`src/rtl/add_accum.sv`:
```
// -----------------------------------------------------------------------------
// add_accum
//
// Streaming unsigned accumulator placed downstream of the datapath adder.
// It takes COUNT consecutive WIDTH-bit operands over a valid/ready handshake,
// sums them, and presents the total on a registered output that has its own
// valid/ready handshake. With COUNT == 1 it acts as a one-stage registered
// pipe: every operand becomes a total.
//
// Parameters
//   WIDTH  operand/result width in bits (>= 2)
//   COUNT  operands summed into each result (>= 1)
//
// Ports
//   Clk        in   rising-edge clock
//   Rst_n      in   asynchronous, active-low reset
//   clear      in   synchronous abort of a partial accumulation
//   in_valid   in   in_data is valid
//   in_ready   out  block accepts in_data this cycle (combinational)
//   in_data    in   operand (unsigned)
//   out_valid  out  out_data holds a completed total
//   out_ready  in   consumer takes out_data this cycle
//   out_data   out  completed total (unsigned)
//   busy       out  partial accumulation in progress (cnt != 0)
//
// Build option
//   ADD_ACCUM_SATURATE_EN  when defined, a carry out of bit WIDTH-1 clamps the
//                          running sum to all-ones. When undefined, the sum
//                          wraps modulo 2^WIDTH.
// -----------------------------------------------------------------------------
module add_accum #(
    parameter int WIDTH = 64,
    parameter int COUNT = 4
) (
    input  logic             Clk,
    input  logic             Rst_n,
    input  logic             clear,
    input  logic             in_valid,
    output logic             in_ready,
    input  logic [WIDTH-1:0] in_data,
    output logic             out_valid,
    input  logic             out_ready,
    output logic [WIDTH-1:0] out_data,
    output logic             busy
);

    // Operand counter is at least one bit wide, even when COUNT == 1.
    localparam int               CNT_W    = (COUNT > 1) ? $clog2(COUNT) : 1;
    localparam logic [CNT_W-1:0] CNT_LAST = CNT_W'(COUNT - 1);
    localparam logic [CNT_W-1:0] CNT_ONE  = CNT_W'(1);

    logic [WIDTH-1:0] acc;
    logic [CNT_W-1:0] cnt;

    logic             in_fire;
    logic             out_fire;
    logic             last_operand;
    logic [WIDTH-1:0] next_sum;

    // -------------------------------------------------------------------------
    // Handshake decode
    // -------------------------------------------------------------------------
    // Input is refused during clear, and also while a finished total is
    // waiting on a stalled consumer. Accepting input then could complete a new
    // total with nowhere to put it.
    assign in_ready     = !clear && (!out_valid || out_ready);
    assign in_fire      = in_valid && in_ready;
    assign out_fire     = out_valid && out_ready;
    assign last_operand = (cnt == CNT_LAST);
    assign busy         = (cnt != '0);

    // -------------------------------------------------------------------------
    // Next running sum
    // -------------------------------------------------------------------------
    // The first operand of a total replaces the accumulator rather than adding
    // to it. acc is already zero at that point, but selecting in_data directly
    // keeps a stale acc out of the sum.
`ifdef ADD_ACCUM_SATURATE_EN
    logic [WIDTH:0] sum_wide;

    // NOTE: every variable assigned in an always_comb gets a value on every
    // path; a missing default here would infer a latch.
    always_comb begin
        sum_wide = '0;
        if (cnt == '0) begin
            sum_wide = {1'b0, in_data};
        end else begin
            sum_wide = {1'b0, acc} + {1'b0, in_data};
        end
        // Once the sum clamps to all-ones, any later non-zero operand carries
        // out again and adding zero leaves it unchanged. The clamp therefore
        // persists to the end of the total without extra state.
        next_sum = sum_wide[WIDTH] ? '1 : sum_wide[WIDTH-1:0];
    end
`else
    // Wrapping mode drops bit WIDTH, so a WIDTH-bit add gives the same result.
    always_comb begin
        next_sum = '0;
        if (cnt == '0) begin
            next_sum = in_data;
        end else begin
            next_sum = acc + in_data;
        end
    end
`endif

    // -------------------------------------------------------------------------
    // Accumulator and operand counter
    // -------------------------------------------------------------------------
    // NOTE: sequential state uses non-blocking assignments only. All registers
    // then update together on the edge, and no block sees another block's
    // new value within the same cycle.
    always_ff @(posedge Clk or negedge Rst_n) begin
        if (!Rst_n) begin
            acc <= '0;
            cnt <= '0;
        end else if (clear) begin
            // clear also holds in_ready low, so in_fire cannot occur here.
            acc <= '0;
            cnt <= '0;
        end else if (in_fire) begin
            if (last_operand) begin
                acc <= '0;
                cnt <= '0;
            end else begin
                acc <= next_sum;
                cnt <= cnt + CNT_ONE;
            end
        end
    end

    // -------------------------------------------------------------------------
    // Result register
    // -------------------------------------------------------------------------
    // A new total takes priority over retiring the old one. When the consumer
    // takes a total in the same cycle that the next one completes, out_valid
    // stays high and out_data advances. clear never touches this register, so
    // a pending total is still delivered.
    always_ff @(posedge Clk or negedge Rst_n) begin
        if (!Rst_n) begin
            out_valid <= 1'b0;
            out_data  <= '0;
        end else if (in_fire && last_operand) begin
            out_valid <= 1'b1;
            out_data  <= next_sum;
        end else if (out_fire) begin
            out_valid <= 1'b0;
        end
    end

`ifndef SYNTHESIS
    // The counter wraps only through completion or clear.
    cnt_in_range : assert property (
        @(posedge Clk) disable iff (!Rst_n) cnt <= CNT_LAST
    );

    // A stalled total holds its value until the consumer takes it.
    out_held_under_stall : assert property (
        @(posedge Clk) disable iff (!Rst_n)
        (out_valid && !out_ready) |=> (out_valid && $stable(out_data))
    );
`endif

endmodule

```
`config.mk`:
```
export PLATFORM = sky130hd
export DESIGN_NAME = add_accum
export DESIGN_NICKNAME = d
export VERILOG_FILES = /design/src/rtl/add_accum.sv
export SDC_FILE = /design/constraint.sdc
export NUM_CORES = 1
export LEC_CHECK = 0
export CAP_MARGIN = 20
export CORE_ASPECT_RATIO = 1.4
export CORE_MARGIN = 10
export CORE_UTILIZATION = 60
export DETAILED_ROUTE_END_ITERATION = 6
export HOLD_SLACK_MARGIN = 0.06
export PLACE_DENSITY_LB_ADDON = 0.3
export SYNTH_ARGS = -nofsm -noshare
export SYNTH_HDL_FRONTEND = slang
export SYNTH_SLANG_ARGS = --single-unit
```
`constraint.sdc`:
```
create_clock -name Clk -period 9.1 [get_ports Clk]
set_input_delay 0.91 -clock Clk [delete_from_list [all_inputs] [get_ports Clk]]
set_output_delay 0.91 -clock Clk [all_outputs]
set_load 0.01 [all_outputs]
```
## Yosys cells after proc, flatten, opt, wreduce, memory -nomap -nowiden

Index checks and enable logic that the tools add are counted.

| storage, ports and cells | value |
|---|---|
| register bits | 131 |
| output and inout bits | 67 |

| cells by class | value |
|---|---|
| add/subtract/negate cells | 2 |
| eq/ne operators | 1 |
| muxes and demuxes | 9 |
| reduce and logical (&&, ||, !) cells | 11 |

Operators by type and width:

| operator | number |
|---|---|
| 64-bit two-way mux | 4 |
| 64-bit adder | 1 |
| 2-bit two-way mux | 3 |
| 2-bit nonzero test | 3 |
| 1-bit logical AND | 4 |
| 2-bit by 1-bit adder with 2-bit output, second input constant | 1 |
| 2-bit == test, second input constant | 1 |
| 1-bit zero test | 2 |
| 2-bit zero test | 1 |
| 1-bit two-way mux | 2 |
| 1-bit logical OR | 1 |

## Depth between registers and ports, before layout

Gate-level depths: netlist (run 1).

| depth | value |
|---|---|
| depth after elaboration | 6 |
| mapped depth | 13 |
| depth with buffers taken out | 13 |

## Worst setup path before layout (run 1)

OpenSTA, ideal clock, no wires.

| path | value |
|---|---|
| path kind | input-to-reg |
| start | input port in_data[4] |
| end | register acc[61] |
| library setup time | 126 ps |
| arrival time | 3440 ps |
| setup slack | 5534 ps |
| cell stages on the path | 11 |
| cell sequence | ha_1 and2_4 nand3b_4 a2111oi_4 o211ai_1 nor2b_4 o41a_4 o21ai_4 a41oi_2 xnor2_1 a221o_1 |

| on the way | value |
|---|---|
| cells in the longest elaborated chain, start to end | 5 |

RTL lines:

| item | RTL line | RTL |
|---|---|---|
| start, declared | 40 | `input logic [WIDTH-1:0] in_data,` |
| 64-bit adder | 102 | `next_sum = acc + in_data;` |
| 64-bit two-way mux | 99 | `if (cnt == '0) begin` |
| 64-bit two-way mux | 122 | `if (last_operand) begin` |
| 64-bit two-way mux | 121 | `end else if (in_fire) begin` |
| 64-bit two-way mux | 117 | `end else if (clear) begin` |
| end signal, assigned | 126 | `acc <= next_sum;` |
| end, declared | 52 | `logic [WIDTH-1:0] acc;` |

Every way passes these cells. The select of a mux whose other input is x is not followed.
A chain may end at the register's enable or synchronous reset.

## Final worst setup path (run 1)

| path | value |
|---|---|
| start | input port in_data[0] |
| end | register out_data[42] |

| on the way | value |
|---|---|
| cells in the longest elaborated chain, start to end | 2 |

RTL lines:

| item | RTL line | RTL |
|---|---|---|
| 64-bit adder | 102 |  |
| 64-bit two-way mux | 99 |  |
| end signal, assigned | 145 | `out_data <= next_sum;` |
| end, declared | 43 | `output logic [WIDTH-1:0] out_data,` |

Every way passes these cells.

==> results of run 1 <==
-- worst max-delay path, cell delays in order --
cell             delay, ns
clkdlybuf4s50_1       0.48
ha_1                  0.17
inv_1                 0.06
fa_1                  0.39
nand2b_1              0.19
a21oi_1               0.21
o2111ai_1             0.21
nand2_1               0.20
a31oi_1               0.20
o41ai_1               0.72
a21boi_1              0.19
xor2_1                0.15
o21ai_0               0.10
mux2_2                0.31
-- report_power, final --
group / switching (mW) / internal, mW
Combinational: 0.429 / 0.321
Clock: 0.279 / 0.413
Sequential: 0.0443 / 0.656
Total: 0.752 / 1.39
-- state kept, by name (all words and copies together) (netlist names) --
register   flops
out_valid      1
acc           64
cnt            2
out_data      64
-- cells by family (layout without fill, tap and decap cells) --
family          count (synthesis)  after routing  share of synthesized area
compound gates                353            353                     0.2522
xor+xnor                       56             56                    0.05219
fa+ha+maj                      66             66                    0.08867
buf+inv                        96            197                    0.03954
flops                         131            131                     0.3488
mux                            39             39                    0.04487
other cells                     0              1                          0
simple gates                  364            364                     0.1737
-- stage by stage --
stage	hold slack, ns	area, um2	std cells	utilization
3_5_place_dp	0.4613	10790	1370	0.6972
4_1_cts	0.4764	11380	1402	0.7352
2_1_floorplan	0.4538	9398	1105	-
6_report	0.4739	11380	1403	0.7354
5_1_grt	0.4925	11380	1402	0.7352
3_3_place_gp	0.4581	10790	1370	0.6972
-- metal layers --
metal  wire (um)  GRT usage  vias to the layer above  part of all wire
li1            -          -                     4202                 -
met2       15580     0.5039                      295              0.54
met3        1303    0.05217                       94             0.045
met5           0          0                        -                 0
met1       10670     0.2759                     4248              0.37
met4        1382     0.1568                        0             0.048
-- worst paths after layout --
kind | to | from
worst max register to register | out_data[42]$_DFFE_PN0P_ | acc[0]$_DFFE_PN0P_
worst min register to register | out_data[8]$_DFFE_PN0P_ | out_data[8]$_DFFE_PN0P_
max in group asynchronous | acc[2]$_DFFE_PN0P_ | Rst_n
worst min-delay path | out_data[8]$_DFFE_PN0P_ | out_data[8]$_DFFE_PN0P_
min in group asynchronous | out_data[45]$_DFFE_PN0P_ | Rst_n
worst max-delay path | out_data[42]$_DFFE_PN0P_ | in_data[0]
-- layout by cell type, fill, tap and decap left out, drive strengths merged, types with 23 or more instances in the layout --
| cell type | count |
|---|---|
| a22o | 46 |
| inv | 28 |
| ha | 65 |
| clkdlybuf4s50 | 134 |
| a21oi | 91 |
| dfrtp | 131 |
| xnor2 | 34 |
| a21o | 23 |
| nand3 | 27 |
| nor2 | 44 |
| nand2 | 202 |
| o21ai | 103 |
| nand4 | 23 |
| mux2 | 25 |
-- final cells by class --
cell class | instances | area share
Antenna cell | 1 | 0.0002199
Clock buffer | 18 | 0.03860
Clock inverter | 14 | 0.01309
Inverter | 23 | 0.007587
Multi-Input combinational cell | 878 | 0.5077
Sequential cell | 131 | 0.2881
Tap cell | 196 | 0.02155
Timing Repair Buffer | 142 | 0.1232
==> results.ini, run 1 <==
[route]
dr.pass1.iters=5
wire_per_inst_um=20.62
vias_per_cell=6.300
drcViolationCount=0
wirelength_um=28930
dr.first_iter.drc_count=744
antenna_left=0
dr_total_vias=8839

[cts]
cts.path.max_buffers=2
root_buffer=clkbuf_16
cts_buffers=17
cts.sinks=131
clock_latency_ns=0.43
cts_resized=0
clk_pin_slew_ns=0.06
hold_buffers=0
cts_setup_buffers=0
cts_tree=yes
htreeDepth=4

[cells_and_area]
regArea_mm2=0.003278
nNetsFinal=1328
synthToLayoutAreaGrowth_pct=21.08
fillers=1220
drive_above_1_share=0.07214
multi_input_area_mm2=0.005777

[synth]
synth_cells=1105
seq_area_frac_synth=0.3488
async_reset_ff_frac=1.000
yosys-top-cells-count=nand2_1, dfrtp_1, o21ai_0, a21oi_1, ha_1
yosysTopAreaCellShare=0.3488
post-synth-top-count-cell=nand2_1
avgSynthCellArea_um2=8.505
ys_seq_elements=131
ys_warn_count=0
yosys.area.top_type=dfrtp_1
syn_area_mm2=0.009398
synthFlopType=dfrtp_1
ys_top_cells_by_area=dfrtp_1, ha_1, nand2_1
ys_types=67
syn_nets=1240
synth-edff-count=0

[pwr]
peakVddDrop_mv=0.1312
p_leak_nw=5.273
p_total_mw=2.141
power-per-cell-area_mw_per_mm2=188.2

[sta]
drv_slew=0
rsz0062_at_grt=no
fmax_mhz=238.5
period_minus_slack_ns=4.193
fin_crit_sh=0.4608
finalSetupTns_ns=0
clock_skew_ns=0.01352
fin_ws_ns=4.907
relSlewSlack=0.3502
worstMarginPinSlew_ns=0.9747
setup_viol=0
hold_viol=0

[placed_design]
gp_congestion=0.9351
dp_slack_ns=4.511
port_buffers=135
dp_hpwl_um=21960

[worst_setup_path]
start_kind=primary input
endpoint_kind=flip-flop
path_class=primary input to flip-flop
worst_ep_required_time_ns=9.42
crit_fanout=4
regToRegSetupSlack_ns=5.53
crit_arrival_ns=4.51
r2r_cells=13

[floorplan]
start_util=0.6074
num_io_pins=136
fp.coreArea_mm2=0.01547
die_area_mm2=0.02114
die_h_um=168.1
die_w_um=125.8
rows=54

[worst_hold_path]
hold_class=flip-flop to flip-flop
min_delay_path_depth=2

[global_routing]
grt_pass1_wl_um=47180
grt_pass1_vias=9340
track_usage=0.2718
antenna_found_initial=0
grt_overflow=0
grt_max_degree=93

[status]
outcome=finished clean

[run]
cap_violations=0

Note: power is estimated with default switching activity, not from simulation.
==> inputs of run 2 (changes only) <==
--- a/config.mk
+++ b/config.mk
@@ -8,7 +8,7 @@
 export CAP_MARGIN = 20
 export CORE_ASPECT_RATIO = 1.4
 export CORE_MARGIN = 10
-export CORE_UTILIZATION = 60
+export CORE_UTILIZATION = 56
 export DETAILED_ROUTE_END_ITERATION = 6
 export HOLD_SLACK_MARGIN = 0.06
 export PLACE_DENSITY_LB_ADDON = 0.3
==> constraint.sdc (replaced) <==
create_clock -name Clk -period 4.35 [get_ports Clk]
set_input_delay 0.435 -clock Clk [delete_from_list [all_inputs] [get_ports Clk]]
set_output_delay 0.435 -clock Clk [all_outputs]
set_load 0.01 [all_outputs]
==> results.ini, run 2 (synthesis gave the netlist of run 1 again) <==
[sta]
worstMarginPinSlew_ns=1.116  ; +0.1415 ns
relSlewSlack=0.2541  ; -0.09611
finalSetupTns_ns=0  ; unchanged
fmax_mhz=272.0
clock_skew_ns=0.01118  ; -0.002335 ns
hold_viol=0  ; unchanged
setup_viol=0  ; unchanged
drv_slew=0  ; unchanged
rsz0062_at_grt=no
holdWs_ns=0.05392  ; -0.4200 ns
fin_crit_sh=0.8451
period_minus_slack_ns=3.676

[cts]
clock_latency_ns=0.43  ; about the same
hold_buffers=0  ; unchanged
cts_resized=0  ; unchanged
cts_buffers=17  ; unchanged
clk_pin_slew_ns=0.06  ; about the same
cts_tree=yes
htreeDepth=4  ; unchanged
cts.path.max_buffers=2  ; unchanged
root_buffer=clkbuf_16
cts.sinks=131  ; unchanged
cts_setup_buffers=0  ; unchanged

[status]
outcome=complete, but fails checks
violations=design-rule violations

[worst_setup_path]
start_kind=primary input
path_class=primary input to flip-flop
crit_fanout=5  ; +1
r2r_end=out_data[56]$_DFFE_PN0P_
r2r_start=acc[0]$_DFFE_PN0P_
r2r_cells=13  ; unchanged
worst_ep_required_time_ns=4.66  ; -4.76 ns
critPathLaunch=in_data[0]
regToRegSetupSlack_ns=0.82  ; -4.71 ns
endpoint_kind=flip-flop
crit_arrival_ns=3.98  ; -0.53 ns

[cells_and_area]
multi_input_area_mm2=0.005777  ; unchanged
diodes=0  ; -1
top_regs=acc (64), out_data (64), cnt (2)
fillers=1406  ; +15%
final_cell_mix=nand2_1, clkdlybuf4s50_1, dfrtp_1, o21ai_0, a21oi_1
layout_commonest_cell=nand2_1
regArea_mm2=0.003278  ; unchanged
nNetsFinal=1337  ; +0.68%
final_core_util=0.6900  ; -0.04538
synthToLayoutAreaGrowth_pct=21.93
finalNonFillerCells=1418  ; +1.1%
drive_above_1_share=0.07901  ; +0.006873

[route]
vias_per_cell=6.269  ; -0.49%
antenna_left=0  ; unchanged
drcViolationCount=2  ; +2
wirelength_um=29380  ; +1.6%
dr_total_vias=8890  ; +0.58%
dr.first_iter.drc_count=667  ; -10%
wire_per_inst_um=20.72  ; +0.49%
dr.pass1.iters=7  ; +2

[placed_design]
dp.cells=1386  ; +1.2%
gp_congestion=0.9598  ; +2.6%
dp_hpwl_um=22330  ; +1.7%
port_buffers=135  ; unchanged

[global_routing]
grt_overflow=0  ; unchanged
grt_most_used_layer=met2
grt_pass1_wl_um=47120  ; -0.13%
antenna_found_initial=0  ; unchanged
grt_pass1_vias=9248  ; -0.99%
grtUsageMet2=0.4905  ; -0.01341
grt_use_met3=0.04408  ; -0.008091
track_usage=0.2613  ; -0.01045
grt_max_degree=97  ; +4.3%
gr-usage-met1=0.2675  ; -0.008354

[pwr]
power-per-cell-area_mw_per_mm2=394.3  ; +110%
p_leak_nw=5.325  ; +0.99%
p_total_mw=4.518  ; +110%
peakVddDrop_mv=0.2390  ; +82%

[floorplan]
rows=56  ; +3.7%
num_io_pins=136  ; unchanged
die_h_um=173.3  ; +3.1%
die_area_mm2=0.02244  ; +6.1%
die_w_um=129.5  ; +3.0%
fp.coreArea_mm2=0.01661  ; +7.3%
start_util=0.5659  ; -0.04146

[worst_hold_path]
hold_class=primary input to async pin

[run]
cap_violations=0  ; unchanged

## run 2: power by group
part | internal, mW | switching (mW)
registers | 1.37 | 0.0909
clock network | 0.864 | 0.597
logic | 0.683 | 0.911
total | 2.92 | 1.60
## run 2: worst max-delay path by stage
stage / endpoint / slack, ns / depth (start not counted)
4_1_cts: out_data[56]$_DFFE_PN0P_ / 0.72 / 14
3_5_place_dp: out_data[56]$_DFFE_PN0P_ / 0.31 / 14
2_1_floorplan: acc[61]$_DFFE_PN0P_ / 1.26 / 11
3_3_place_gp: out_data[42]$_DFFE_PN0P_ / 0.42 / 14
5_1_grt: out_data[42]$_DFFE_PN0P_ / 0.46 / 12
6_report: out_data[56]$_DFFE_PN0P_ / 0.67 / 14
## run 2: layout make-up
type	instances	area share
clock buffer	18	0.03833
clock inverter	14	0.01321
inverter	23	0.007534
multi-input combinational	878	0.5041
sequential	131	0.2861
tap	203	0.02217
timing repair buffer	151	0.1285
## run 2: metrics by stage
step | area [um2] | setup slack (ns)
global placement | 10870 | 0.4162
finish | 11460 | 0.6738
detailed placement | 10870 | 0.3073
CTS | 11460 | 0.7225
floorplan | 9398 | 1.259
global route | 11460 | 0.4592
## run 2: per-layer routing
metal / wire (um) / part of all wire
met1: 10750 / 0.37
met2: 16250 / 0.55
met4: 1132 / 0.039
met5: 0 / 0
met3: 1256 / 0.043
## run 2: worst max-delay path, stage by stage
cell             delay (ns)
clkdlybuf4s50_1        0.48
ha_1                   0.18
inv_1                  0.06
fa_1                   0.41
nand2b_1               0.19
a21oi_1                0.23
o21bai_1               0.14
o21ai_0                0.36
a211o_1                0.32
a21o_1                 0.27
a31oi_1                0.20
o21ai_0                0.38
mux2i_1                0.24
nand3_1                0.09
